## src/rtl/sdram_init_refresh.sv

```systemverilog
`default_nettype none
// ============================================================================
// Module   : sdram_init_refresh
// Desc     : SDRAM power-up sequencer (wait, PRECHARGE ALL, N x AUTO REFRESH,
//            LOAD MODE) followed by an owed-refresh scheduler for the
//            controller. Macro REFRESH_STATS_EN builds the REF_COUNT counter.
// Revision : 1.0 - initial release
// ============================================================================
module sdram_init_refresh #(
  parameter int         INIT_WAIT_CYCLES = 10000,
  parameter int         T_RP             = 2,
  parameter int         T_RFC            = 7,
  parameter int         T_MRD            = 2,
  parameter int         INIT_REFRESHES   = 8,
  parameter int         REFI_CYCLES      = 390,
  parameter int         MAX_OWED         = 8,
  parameter int         CAS_LATENCY      = 2,
  parameter logic [2:0] BURST_CODE       = 3'b010
) (
  input  logic        CLK,
  input  logic        RESET,
  input  logic        REF_ACK,
  output logic        INIT_DONE,
  output logic        RAS,
  output logic        CAS,
  output logic        WE,
  output logic [12:0] MA,
  output logic [1:0]  BA,
  output logic        REF_REQ,
  output logic        REF_URGENT,
  output logic [3:0]  OWED,
  output logic        OVERRUN,
  output logic [15:0] REF_COUNT
);

  typedef enum logic [2:0] {
    S_WAIT     = 3'd0,
    S_PRE      = 3'd1,
    S_PRE_WAIT = 3'd2,
    S_REF      = 3'd3,
    S_REF_WAIT = 3'd4,
    S_MRS      = 3'd5,
    S_MRS_WAIT = 3'd6,
    S_RUN      = 3'd7
  } state_t;

  localparam logic [2:0]  CMD_NOP = 3'b111;
  localparam logic [2:0]  CMD_PRE = 3'b010;
  localparam logic [2:0]  CMD_REF = 3'b001;
  localparam logic [2:0]  CMD_MRS = 3'b000;

  localparam logic [15:0] C_INIT_WAIT = 16'(INIT_WAIT_CYCLES);
  localparam logic [15:0] C_T_RP_M1   = 16'(T_RP - 1);
  localparam logic [15:0] C_T_RFC_M1  = 16'(T_RFC - 1);
  localparam logic [15:0] C_T_MRD_M1  = 16'(T_MRD - 1);
  localparam logic [7:0]  C_REFS_M1   = 8'(INIT_REFRESHES - 1);
  localparam logic [15:0] C_REFI_M1   = 16'(REFI_CYCLES - 1);
  localparam logic [3:0]  C_MAX       = 4'(MAX_OWED);
  localparam logic [3:0]  C_MAX_M1    = 4'(MAX_OWED - 1);
  localparam logic [2:0]  C_CL        = 3'(CAS_LATENCY);
  localparam logic [12:0] C_MODE_WORD = {3'b000, 1'b0, 2'b00, C_CL, 1'b0, BURST_CODE};

  state_t      state_q, state_d;
  logic [15:0] cnt_q, cnt_d;
  logic [7:0]  ref_cnt_q, ref_cnt_d;
  logic [2:0]  cmd_q, cmd_d;
  logic [12:0] ma_q, ma_d;
  logic [1:0]  ba_q, ba_d;
  logic        done_q, done_d;
  logic [15:0] timer_q, timer_d;
  logic [3:0]  owed_q, owed_d;
  logic        overrun_q, overrun_d;
  logic        run, tick, ack;

  assign run  = (state_q == S_RUN);
  assign tick = run && (timer_q == 16'd0);
  assign ack  = run && REF_ACK;

  always_comb begin
    state_d   = state_q;
    cnt_d     = cnt_q;
    ref_cnt_d = ref_cnt_q;
    case (state_q)
      // The cycle that sees reset release is the first wait cycle, hence the full count.
      S_WAIT: begin
        if (cnt_q == C_INIT_WAIT) begin
          state_d = S_PRE;
          cnt_d   = 16'd0;
        end else begin
          cnt_d = cnt_q + 16'd1;
        end
      end
      S_PRE: state_d = S_PRE_WAIT;
      S_PRE_WAIT: begin
        if (cnt_q == C_T_RP_M1) begin
          state_d = S_REF;
          cnt_d   = 16'd0;
        end else begin
          cnt_d = cnt_q + 16'd1;
        end
      end
      S_REF: state_d = S_REF_WAIT;
      S_REF_WAIT: begin
        if (cnt_q == C_T_RFC_M1) begin
          cnt_d = 16'd0;
          if (ref_cnt_q == C_REFS_M1) begin
            state_d   = S_MRS;
            ref_cnt_d = 8'd0;
          end else begin
            state_d   = S_REF;
            ref_cnt_d = ref_cnt_q + 8'd1;
          end
        end else begin
          cnt_d = cnt_q + 16'd1;
        end
      end
      S_MRS: state_d = S_MRS_WAIT;
      S_MRS_WAIT: begin
        if (cnt_q == C_T_MRD_M1) begin
          state_d = S_RUN;
          cnt_d   = 16'd0;
        end else begin
          cnt_d = cnt_q + 16'd1;
        end
      end
      default: state_d = S_RUN;
    endcase
  end

  // Pin values are decoded from the next state so they register alongside it.
  always_comb begin
    cmd_d  = CMD_NOP;
    ma_d   = 13'd0;
    ba_d   = 2'd0;
    done_d = 1'b0;
    case (state_d)
      S_PRE: begin
        cmd_d     = CMD_PRE;
        ma_d[10]  = 1'b1;
      end
      S_REF: cmd_d = CMD_REF;
      S_MRS: begin
        cmd_d = CMD_MRS;
        ma_d  = C_MODE_WORD;
      end
      S_RUN:   done_d = 1'b1;
      default: done_d = 1'b0;
    endcase
  end

  always_comb begin
    timer_d   = timer_q;
    owed_d    = owed_q;
    overrun_d = overrun_q;
    if (run) begin
      timer_d = tick ? C_REFI_M1 : timer_q - 16'd1;
    end else if (state_d == S_RUN) begin
      timer_d = C_REFI_M1;
    end
    // A tick and an ack in the same cycle cancel out.
    if (tick && !ack) begin
      if (owed_q >= C_MAX) begin
        overrun_d = 1'b1;
      end else begin
        owed_d = owed_q + 4'd1;
      end
    end else if (ack && !tick && owed_q != 4'd0) begin
      owed_d = owed_q - 4'd1;
    end
  end

  always_ff @(posedge CLK or posedge RESET) begin
    if (RESET) begin
      state_q   <= S_WAIT;
      cnt_q     <= 16'd0;
      ref_cnt_q <= 8'd0;
      cmd_q     <= CMD_NOP;
      ma_q      <= 13'd0;
      ba_q      <= 2'd0;
      done_q    <= 1'b0;
      timer_q   <= 16'd0;
      owed_q    <= 4'd0;
      overrun_q <= 1'b0;
    end else begin
      state_q   <= state_d;
      cnt_q     <= cnt_d;
      ref_cnt_q <= ref_cnt_d;
      cmd_q     <= cmd_d;
      ma_q      <= ma_d;
      ba_q      <= ba_d;
      done_q    <= done_d;
      timer_q   <= timer_d;
      owed_q    <= owed_d;
      overrun_q <= overrun_d;
    end
  end

  assign {RAS, CAS, WE} = cmd_q;
  assign MA             = ma_q;
  assign BA             = ba_q;
  assign INIT_DONE      = done_q;
  assign OWED           = owed_q;
  assign OVERRUN        = overrun_q;
  assign REF_REQ        = (owed_q != 4'd0);
  assign REF_URGENT     = (owed_q >= C_MAX_M1);

`ifdef REFRESH_STATS_EN
  logic [15:0] ref_count_q, ref_count_d;

  always_comb begin
    ref_count_d = ref_count_q;
    if (ack && (owed_q != 4'd0 || tick) && ref_count_q != 16'hFFFF) begin
      ref_count_d = ref_count_q + 16'd1;
    end
  end

  always_ff @(posedge CLK or posedge RESET) begin
    if (RESET) begin
      ref_count_q <= 16'd0;
    end else begin
      ref_count_q <= ref_count_d;
    end
  end

  assign REF_COUNT = ref_count_q;
`else
  assign REF_COUNT = 16'h0000;
`endif

endmodule
`default_nettype wire

```

## config.mk

```make
export PLATFORM = sky130hd
export DESIGN_NAME = sdram_init_refresh
export DESIGN_NICKNAME = d
export VERILOG_FILES = /design/src/rtl/sdram_init_refresh.sv
export SDC_FILE = /design/constraint.sdc
export NUM_CORES = 1
export LEC_CHECK = 0
export CAP_MARGIN = 20
export CORE_MARGIN = 10
export CORE_UTILIZATION = 55
export DETAILED_ROUTE_END_ITERATION = 8
export GPL_TIMING_DRIVEN = 0
export MAX_ROUTING_LAYER = met4
export PLACE_DENSITY = 0.79
export SKIP_CTS_REPAIR_TIMING = 1
export SYNTH_ARGS = -nofsm -noshare
export SYNTH_HDL_FRONTEND = slang
export SYNTH_SLANG_ARGS = --single-unit
export TNS_END_PERCENT = 5
```

## constraint.sdc

```tcl
create_clock -name CLK -period 3.75 [get_ports CLK]
set_input_delay 0.75 -clock CLK [delete_from_list [all_inputs] [get_ports CLK]]
set_output_delay 0.75 -clock CLK [all_outputs]
set_load 0.01 [all_outputs]
```

### Word level (Yosys, flattened, before mapping)

Index checks and enable logic that the tools add are counted.

| word-level totals | value |
|---|---|
| memory bits (writable) | 0 |
| bits in latches | 0 |
| bits of input ports | 3 |
| ROM bits | 0 |
| memories | 0 |
| logic and storage cells | 70 |
| register bits after elaboration | 63 |
| output and inout bits | 42 |

| operators by class | value |
|---|---|
| equal/unequal tests | 16 |
| muxes and demuxes | 21 |
| $lt $le $gt $ge | 2 |
| shifts and indexed selects | 0 |
| multiply operators | 0 |
| divide/modulo/power cells | 0 |
| bitwise gates (word level) | 0 |
| reduce and logical (&&, ||, !) cells | 17 |
| add/sub/neg operators | 5 |

Operators with widths:

| kind | number |
|---|---|
| $mux W16 | 6 |
| $pmux W16 S3 | 1 |
| $pmux W3 S7 | 1 |
| $eq A3 B3 Y1 const B | 6 |
| $add A16 B1 Y16 const B | 1 |
| $eq A16 B1 Y1 const B | 1 |
| $eq A16 B14 Y1 const B | 1 |
| $eq A16 B3 Y1 const B | 1 |
| $logic_not A16 Y1 | 1 |
| $sub A16 B1 Y16 const B | 1 |
| $mux W3 | 5 |
| $mux W4 | 3 |
| $eq A3 B2 Y1 const B | 3 |
| $pmux W3 S3 | 1 |
| $add A8 B1 Y8 const B | 1 |
| $eq A8 B3 Y1 const B | 1 |
| $mux W8 | 1 |
| $eq A3 B1 Y1 const B | 2 |
| $mux W6 | 1 |
| $reduce_and A2 Y1 | 3 |
| $logic_and A1 B1 Y1 | 5 |
| $add A4 B1 Y4 const B | 1 |
| $ge A4 B3 Y1 const B | 1 |
| $ge A4 B4 Y1 const B | 1 |
| 9 further kinds | 12 |

### Logic depth before layout (Yosys ltp)

Gate-level depths: netlist (run 1).

| logic depth | value |
|---|---|
| depth in word-level cells | 7 |
| gate-level depth with buffers | 11 |
| gate-level depth less buffers | 11 |

### Worst setup path before layout (run 1)

OpenSTA, ideal clock, no wires.

| timing | value |
|---|---|
| kind | reg-to-reg |
| start | register timer_q[4] |
| end | register owed_q[3], in the netlist OWED[3] |
| data required time | 3.625 ns |
| arrival time | 2.936 ns |
| clock period less this slack | 3.061 ns |
| library setup time | 0.125 ns |
| slack | 0.689 ns |
| buffers on the path | 1 |
| stages on the path, launching flop included | 11 |
| path through | dfrtp_1 > or4_1 > buf_2 > nor4_1 > nand3_1 > or2_2 > ha_1 > a21o_1 > a21oi_1 > a41o_1 > nand3_1 |

| between the ends | value |
|---|---|
| cells in the longest elaborated chain, start to end | 7 |
| elaborated cells on any way between the ends | 10 |
| those cells by class | 1 x eq/ne; 1 x mux; 8 x reduce/logical |

Ends and longest elaborated chain:

| item | line | text |
|---|---|---|
| from (decl) | 70 | `logic [15:0] timer_q, timer_d;` |
| from (signal assigned) | 192 | `timer_q <= timer_d;` |
| $logic_not A16 Y1 (*) | 76 | `assign tick = run && (timer_q == 16'd0);` |
| $logic_and A1 B1 Y1 (*) | 76 |  |
| $logic_not A1 Y1 | 167 | `end else if (ack && !tick && owed_q != 4'd0) begin` |
| $logic_and A1 B1 Y1 (2 in series) | 167 |  |
| $reduce_bool A2 Y1 (no line) | n/a |  |
| $reduce_and A2 Y1 (no line) | n/a |  |
| to (signal assigned) | 193 | `owed_q <= owed_d;` |
| to (decl) | 71 | `logic [3:0] owed_q, owed_d;` |

Mark *: on every way between the ends. The rest lies on a longest branch, timed or not.
A chain may end at the register's enable or synchronous reset.

### Worst setup path in the final report (run 1)

Ends and elaborated chain as after synthesis.

==> results of run 1 <==
-- registers in the layout, indices dropped and copies added (netlist names) --
name       count
cmd_q          3
ref_cnt_q      8
timer_q       16
cnt_q         16
INIT_DONE      1
state_q        3
OVERRUN        1
OWED           4
MA             2
-- synth_stat cells (4+ instances only) --
library cell	number
or4_1	7
nor2_1	19
or3_1	9
nand3_1	12
buf_4	29
o21ai_0	8
or2_2	4
a211o_1	4
xor2_1	8
nand4_1	9
nor2b_1	4
nor4_1	8
clkbuf_1	10
nand2b_1	4
and3_1	4
inv_1	11
xnor2_1	10
a21o_1	4
o31ai_1	8
ha_1	8
a21oi_1	14
nand2_1	29
dfrtp_1	51
a31oi_1	4
nor3_1	10
-- area by class of cell --
cell class,instances,area share [%]
well taps,72,2.50
plain buffers,41,7.37
clock buffers,7,2.40
multi-input cells,250,43.0
flip-flops and latches,54,37.6
inverters,12,1.25
clock inverters,1,0.834
repair buffers,17,5.00
-- per-stage QoR --
stage | hold WS [ns] | utilization, %
finish | 0.464 | 65.4
global route | 0.492 | 65.4
CTS | 0.471 | 65.4
detailed placement | 0.459 | 63.3
global placement | 0.452 | 62.9
floorplan | 0.434 | -
-- how the worst max path moves through the flow --
stage / start / endpoint / slack (ns) / cells after the start
6_report: timer_q[4] / OWED[3] / 0.27 / 10
5_1_grt: timer_q[4] / OWED[3] / 0.02 / 10
4_1_cts: timer_q[4] / OWED[3] / 0.27 / 10
3_5_place_dp: timer_q[4] / OWED[3] / 0.30 / 10
3_3_place_gp: timer_q[4] / OWED[3] / 0.35 / 10
2_1_floorplan: timer_q[4] / OWED[3] / 0.69 / 10
-- metal layers --
| layer | part of all wire, % | up-vias |
|---|---|---|
| met5 | 0 | - |
| met4 | 1.3 | 0 |
| met3 | 5.3 | 6 |
| met2 | 47 | 59 |
| met1 | 46 | 1151 |
| li1 | - | 1233 |
-- cell families after synthesis --
| group | share of synthesized area, % |
|---|---|
| compound gates | 14.4 |
| xor+xnor | 5.06 |
| fa+ha+maj | 3.86 |
| buf+inv | 9.97 |
| flops | 43.5 |
| mux | 0.723 |
| other cells | 0.120 |
| simple gates | 22.3 |
-- critical path, stage by stage (launching register included) --
cell and delay (ns):
dfrtp_1 0.45, or4_1 0.54, buf_2 0.17, nor4_1 0.62, nand3_1 0.24, or2_2 0.37, ha_1 0.28, a21o_1 0.17
a21oi_1 0.24, a41o_1 0.20, nand3_1 0.07
-- where the power goes --
group	switching, mW	leakage (nW)	internal, mW
clock	0.190	0.0585	0.218
sequential	0.000248	0.722	0.583
combinational	0.0302	0.981	0.0241
==> results by group, run 1 <==
Outcome
  • Outcome: completed

STA
  • RSZ-0062 raised after global routing: false
  • Slew HR: 53.0%
  • Setup TNS: 0 ns
  • Fin crit share: 92.9%
  • Setup violators final: 0
  • Final slew viol count: 0
  • Skew final: 0.0139 ns
  • Worst Tran Pin Value: 0.699 ns
  • Endpoints failing hold: 0
  • Fmax: 287 MHz
  • Worst setup margin: 0.268 ns
  • Final worst path period need: 3.48 ns

Global route
  • Met3 usage: 2.99%
  • First-pass GRT wire length: 10,900 um
  • Congestion Overflow GR: 0
  • Routing usage on met2: 23.4%
  • Total GRT Usage: 14.7%
  • Gr busiest metal: met2
  • Number of global-route vias before repair: 2,360
  • Largest net degree at the start of global routing: 32
  • Met1 usage: 18.7%
  • Initial antenna violation count: 0

Route
  • Routed len/inst: 13.7 um
  • Initial DRC count: 126
  • DRT Pass-1 Iters: 4
  • Via density per instance: 5.39
  • Vias: 2,449
  • Post-Route WL: 6210 um
  • DRC viols: 0
  • Antenna-violating nets left: 0

Clock tree
  • Root buffer cell: clkbuf_8
  • H-tree Lvls: 2
  • Inserted Clock Buffers: 5
  • Maximum clock path buffer count: 2
  • Register clock-pin slew on the reported worst setup and hold paths: 0.10 ns
  • Worst-skew pair later-pin latency: 0.31 ns
  • Sink Count: 54
  • CTS tree: done

Setup path
  • Reg2reg setup slack: 0.27 ns
  • CP max FO: 7
  • R2r worst-path depth: 10
  • Worst r2r dst: OWED[3]
  • Worst R2R Start: timer_q[4]
  • Critical Path Start Type: flip-flop
  • Required @ worst endpoint: 3.94 ns
  • CP arrival: 3.67 ns
  • CP Class: flip-flop to flip-flop
  • CP endpoint kind: flip-flop

Finish
  • Layout overhead on the synthesized area: 15.7%
  • Register area: 1360 um2
  • Finished Layout Cells: 454
  • Commonest cells after routing, fill and taps aside: 51 x dfrtp_1, 29 x nand2_1, 29 x buf_4
  • Multi-input gate area: 1550 um2
  • Fillers: 437
  • Nets@finish: 393
  • Design Area, Final: 3600 um2
  • Commonest non-fill, non-tap cell in the layout: dfrtp_1
  • Antenna Cells: 0
  • Fraction of layout cells with a size suffix above 1: 13.6%

Placed design
  • Final GP Congestion: 0.861
  • Placed cells: 446
  • Port Buffer Count: 16
  • Placed Area: 3480 um2
  • Hpwl dp: 4620 um
  • Pre-CTS WS: 0.305 ns

Die
  • Initial cell density of the core: 56.5%
  • IO Pins: 45
  • Die W: 95.2 um
  • Die H: 95.2 um
  • Core Rows: 27
  • Die ar.: 9070 um2
  • Core footprint: 5510 um2

Logic synthesis
  • Syn Area/Cell: 9.43 um2
  • Register area share after synthesis: 43.5%
  • Syn Std Cell Area: 3110 um2
  • Cell count after synthesis: 330
  • Area share of the largest cell type after synthesis: 41.0%
  • Synthesized flop and latch total: 54
  • Post-synth EDFFs: 0
  • Largest cells by area after synthesis: dfrtp_1 41%, buf_4 7.0%, nand2_1 3.5%
  • Yosys warns: 0
  • Distinct cells, synth: 54
  • Async S/R FF share, synth: 100%
  • Predominant post-synthesis flop cell: dfrtp_1
  • Post-synth top area cell: dfrtp_1

Hold path
  • Worst hold endpoint: ref_cnt_q[7]
  • HP Class: flip-flop to flip-flop
  • Hold Startpoint: ref_cnt_q[7]
  • Hold depth: 1

Power
  • Pwr dens: 290 nW/um2
  • Maximum VDD drop: 0.190 mV
  • Pleak: 1.76 nW
  • Power Total: 1.05 mW

Run
  • # Max-Cap Violations: 0
(Power assumes the default switching activity.)
==> run 2, diff against run 1 <==
REMOVE_ABC_BUFFERS = 1   (was not set)
==> run 2 against run 1 <==
First-iteration DRC count increased by 12%. Clock skew is 0.0098 ns lower. Die area did not move. Largest power group unchanged. Critical path depth decreased by 1. Routed wire length is 1.4% lower. Final area shrank 8.1%. Clock-buffer cell count did not move. Clock power down 18%. Global-route usage is 0.45 points lower. Utilization decreased by 5.3 points. Fmax is 1.7% higher. Combinational power down 41%.
==> results by group, run 2 (synthesis results as in run 1) <==
Outcome
  • Outcome: completed

STA
  • Endpoints failing hold: 0
  • Fin crit share: 91.3%
  • RSZ-0062 raised after global routing: false
  • Fmax: 292 MHz
  • Setup TNS: 0 ns
  • Worst Tran Pin Value: 0.978 ns
  • Final slew viol count: 0
  • Final worst path period need: 3.42 ns
  • Slew HR: 34.8%
  • Setup violators final: 0
  • Skew final: 0.00410 ns

Placed design
  • Final GP Congestion: 0.828
  • Port Buffer Count: 16
  • Placed cells: 405
  • Hpwl dp: 4520 um

Power
  • Pleak: 1.57 nW
  • Power share of the combinational group: 3.4%
  • Pwr dens: 287 nW/um2
  • P_sw: 0.213 mW
  • Sw frac: 22.4%
  • Share of power burned in registers: 61.3%
  • Maximum VDD drop: 0.143 mV
  • Power share of the clock group: 35.3%
  • Internal power: 0.737 mW

Route
  • Vias: 2,341
  • Via density per instance: 5.67
  • Initial DRC count: 141
  • Antenna-violating nets left: 0
  • DRC viols: 0
  • Routed len/inst: 14.8 um
  • Post-Route WL: 6120 um
  • DRT Pass-1 Iters: 4

Hold path
  • Hold depth: 1
  • Hold Startpoint: timer_q[8]
  • HP Class: flip-flop to flip-flop
  • Worst hold endpoint: timer_q[8]

Finish
  • Biggest regs: cnt_q: 16 flops, timer_q: 16 flops, ref_cnt_q: 8 flops
  • Finished Layout Cells: 413
  • Fraction of layout cells with a size suffix above 1: 6.16%
  • Layout overhead on the synthesized area: 6.35%
  • Nets@finish: 352
  • Commonest non-fill, non-tap cell in the layout: dfrtp_1
  • Antenna Cells: 0
  • Commonest cells after routing, fill and taps aside: 51 x dfrtp_1, 29 x nand2_1, 28 x conb_1

Global route
  • Largest net degree at the start of global routing: 30
  • Number of global-route vias before repair: 2,256
  • Initial antenna violation count: 0
  • First-pass GRT wire length: 10,400 um
  • Congestion Overflow GR: 0
  • Total GRT Usage: 14.3%

Setup path
  • R2r worst-path depth: 9
  • CP endpoint kind: flip-flop
  • Required @ worst endpoint: 3.95 ns
  • Worst r2r dst: OWED[3]
  • Critical Path Start Type: flip-flop
  • Reg2reg setup slack: 0.33 ns
  • CP arrival: 3.62 ns
  • CP Class: flip-flop to flip-flop
  • Worst R2R Start: timer_q[4]
  • CP max FO: 7

Run
  • # Max-Cap Violations: 0

Clock tree
  • Inserted Clock Buffers: 5
  • H-tree Lvls: 2
  • Register clock-pin slew on the reported worst setup and hold paths: 0.09 ns
  • CTS tree: done
  • Sink Count: 54
  • Maximum clock path buffer count: 2
  • Worst-skew pair later-pin latency: 0.31 ns
  • Root buffer cell: clkbuf_8

Die
  • Die H: 95.2 um
  • Core footprint: 5510 um2
  • Die ar.: 9070 um2
  • Die W: 95.2 um
  • Core Rows: 27
  • IO Pins: 45
  • Initial cell density of the core: 56.5%
## run 2: changes by cell type in the layout (fill, tap and decap cells not counted), sizes merged
cell | before | now
bufinv | 1 | 0
clkbuf | 17 | 7
clkinv | 1 | 2
buf | 32 | 1
## run 2: how the worst max path moves through the flow
| stage | start | to | slack, ns | cells after the start |
|---|---|---|---|---|
| 2_1_floorplan | timer_q[4] | OWED[3] | 0.70 | 9 |
| 3_3_place_gp | timer_q[4] | OWED[3] | 0.37 | 9 |
| 3_5_place_dp | timer_q[4] | OWED[3] | 0.35 | 9 |
| 4_1_cts | timer_q[4] | OWED[3] | 0.32 | 9 |
| 5_1_grt | timer_q[4] | OWED[3] | 0.04 | 9 |
| 6_report | timer_q[4] | OWED[3] | 0.33 | 9 |
## run 2: stage by stage
stage | hold slack, ns | setup WS (ns) | util [%] | total power [mW] | instance area (um2)
3_3_place_gp | 0.455 | 0.370 | 58.1 | 0.623 | 3200
5_1_grt | 0.500 | 0.0374 | 60.1 | 0.990 | 3310
3_5_place_dp | 0.468 | 0.354 | 58.5 | 0.626 | 3220
2_1_floorplan | 0.434 | 0.697 | - | 0.615 | 2950
4_1_cts | 0.481 | 0.324 | 60.1 | 0.958 | 3310
6_report | 0.480 | 0.326 | 60.1 | 0.950 | 3310
## run 2: cell type report
class                   instances  area (um2)
clock inverters                 1        5.00
flip-flops and latches         54        1360
repair buffers                 17         180
fillers                       469        2200
clock buffers                   7        86.3
inverters                      12        45.0
multi-input cells             250        1550
well taps                      72        90.1
## run 2: power by group through the flow
stage	clock network (mW)	logic [mW]	registers, mW
floorplan	0	0.0210	0.594
global placement	0	0.0284	0.594
detailed placement	0	0.0313	0.594
CTS	0.344	0.0314	0.583
global route	0.370	0.0369	0.583
finish	0.336	0.0320	0.583
## run 2: worst max-delay path, cell delays in order (launching register included)
cell	delay [ns]
dfrtp_1	0.45
or4_1	0.68
nor4_1	0.63
nand3_1	0.23
or2_2	0.37
ha_1	0.28
a21o_1	0.17
a21oi_1	0.21
a41o_1	0.20
nand3_1	0.08
## run 2: layer usage
metal / track usage [%] / vias up / share of wire, %
met5: - / - / 0
met4: 3.74 / 0 / 0.78
met3: 3.77 / 5 / 4.9
met2: 23.5 / 40 / 49
met1: 16.9 / 1134 / 45
li1: - / 1162 / -
==> run 3, diff against run 2 <==
CORE_MARGIN = not set   (was 10)
==> run 3 against run 2 <==
Global-route usage increased by 6.6 points. Final area increased by 1.5%. Non-clock buffer count did not move. Worst setup slack got worse by 0.047 ns. Clock power up 40%. Clock-buffer cell count decreased by 1. Hold slack lost 0.010 ns. First-iteration DRC count is 17% higher. Register-to-register slack worse by 0.05 ns. Critical endpoint unchanged. Highest routed layer unchanged.
==> results by group, run 3 (synthesis results as in run 1) <==
Outcome
  • Outcome: completed

STA
  • Endpoints failing hold: 0
  • Final worst path period need: 3.47 ns
  • Fin crit share: 92.6%
  • RSZ-0062 raised after global routing: false
  • Slew HR: 40.3%
  • Skew final: 0.00521 ns
  • Min Hold Slack: 0.470 ns
  • Worst Tran Pin Value: 0.895 ns
  • Fmax: 288 MHz
  • Setup violators final: 0
  • Final slew viol count: 0
  • Setup TNS: 0 ns

Setup path
  • CP Class: flip-flop to flip-flop
  • Top delay family on crit path: simple AND/OR/NAND/NOR gates
  • Cell with the most instances on the worst path: nand3_1
  • Bufs and invs on worst path: 0
  • CP arrival: 3.67 ns
  • CP endpoint kind: flip-flop
  • Crit path cell chain: or4_1 > nor4_1 > nand3_1 > or2_2 > ha_1 > a21o_1 > a21oi_1 > a41o_1 > nand3_1
  • Critical Path Start Type: flip-flop
  • CP max-delay cell: or4_1
  • Required @ worst endpoint: 3.95 ns
  • CP max FO: 7
  • CP peak stage delay: 0.67 ns

Power
  • P_sw: 0.211 mW
  • Maximum VDD drop: 0.226 mV
  • Power share of the combinational group: 2.8%
  • Power Total: 1.08 mW
  • Pleak: 1.59 nW
  • Share of power burned in registers: 53.8%
  • Internal power: 0.872 mW
  • Sw frac: 19.4%
  • Pwr dens: 322 nW/um2
  • Power share of the clock group: 43.4%

Global route
  • Congestion Overflow GR: 0
  • Initial antenna violation count: 0
  • Largest net degree at the start of global routing: 41
  • Number of global-route vias before repair: 2,132
  • First-pass GRT wire length: 9700 um
  • Total GRT Usage: 20.8%

Clock tree
  • CTS tree: done
  • Inserted Clock Buffers: 5
  • Register clock-pin slew on the reported worst setup and hold paths: 0.09 ns
  • Root buffer cell: clkbuf_8
  • Worst-skew pair later-pin latency: 0.30 ns
  • Maximum clock path buffer count: 2
  • Sink Count: 54
  • H-tree Lvls: 2

Die
  • Die ar.: 5960 um2
  • Die W: 77.2 um
  • Core footprint: 5470 um2
  • IO Pins: 45
  • Die H: 77.2 um
  • Core Rows: 27
  • Initial cell density of the core: 56.9%

Route
  • DRC viols: 0
  • DRT Pass-1 Iters: 4
  • Vias: 2,325
  • Antenna-violating nets left: 0
  • Post-Route WL: 5570 um
  • Routed len/inst: 13.5 um
  • Initial DRC count: 165
  • Via density per instance: 5.63

Finish
  • Nets@finish: 352
  • End-of-flow core utilization: 61.4%
  • Antenna Cells: 0
  • Biggest regs: cnt_q: 16 flops, timer_q: 16 flops, ref_cnt_q: 8 flops
  • Commonest cells after routing, fill and taps aside: 51 x dfrtp_1, 29 x nand2_1, 28 x conb_1
  • Layout overhead on the synthesized area: 8.00%
  • Design Area, Final: 3360 um2
  • Commonest non-fill, non-tap cell in the layout: dfrtp_1
  • Fraction of layout cells with a size suffix above 1: 6.45%

Placed design
  • Placed Area: 3220 um2
  • Hpwl dp: 3980 um
  • Final GP Congestion: 0.813
  • Port Buffer Count: 16

Run
  • # Max-Cap Violations: 0

Hold path
  • HP Class: flip-flop to flip-flop
## run 3: path summary, 6_finish.rpt
path / endpoint / slack (ns) / start / cells after the start
min: ref_cnt_q[7] / 0.47 / ref_cnt_q[7] / 1
min in group asynchronous: OWED[1] / 0.72 / RESET / 2
max: OWED[3] / 0.28 / timer_q[4] / 9
max in group asynchronous: cmd_q[2] / 2.45 / RESET / 3
max reg2reg: OWED[3] / 0.28 / timer_q[4] / 9
min reg2reg: ref_cnt_q[7] / 0.47 / ref_cnt_q[7] / 1
## run 3: through the flow
stage          setup WS, ns  instances
2_1_floorplan         0.697        316
3_3_place_gp          0.383        404
3_5_place_dp          0.330        405
4_1_cts               0.299        413
5_1_grt              0.0993        413
6_report              0.279        413
## run 3: power groups by stage
stage	Clock [mW]	Combinational (mW)	Sequential [mW]
final	0.470	0.0307	0.583
after global routing	0.500	0.0354	0.583
after CTS	0.481	0.0312	0.583
after global placement	0	0.0282	0.594
after floorplan	0	0.0210	0.594
after detailed placement	0	0.0310	0.594
## run 3: layer usage
layer	vias to the layer above	routed length [um]	GRT usage [%]
met5	-	0	-
met1	1124	2590	25.8
met2	37	2780	33.4
met3	7	136	4.17
li1	1157	-	-
met4	0	71	8.30
## run 3: final cells by class
cell class,count,area [um2]
clock buffer,6,82.6
clock inverter,2,60.1
fill,461,2110
inverter,12,45.0
multi-input combinational,250,1550
sequential,54,1360
tap,72,90.1
timing repair buffer,17,180
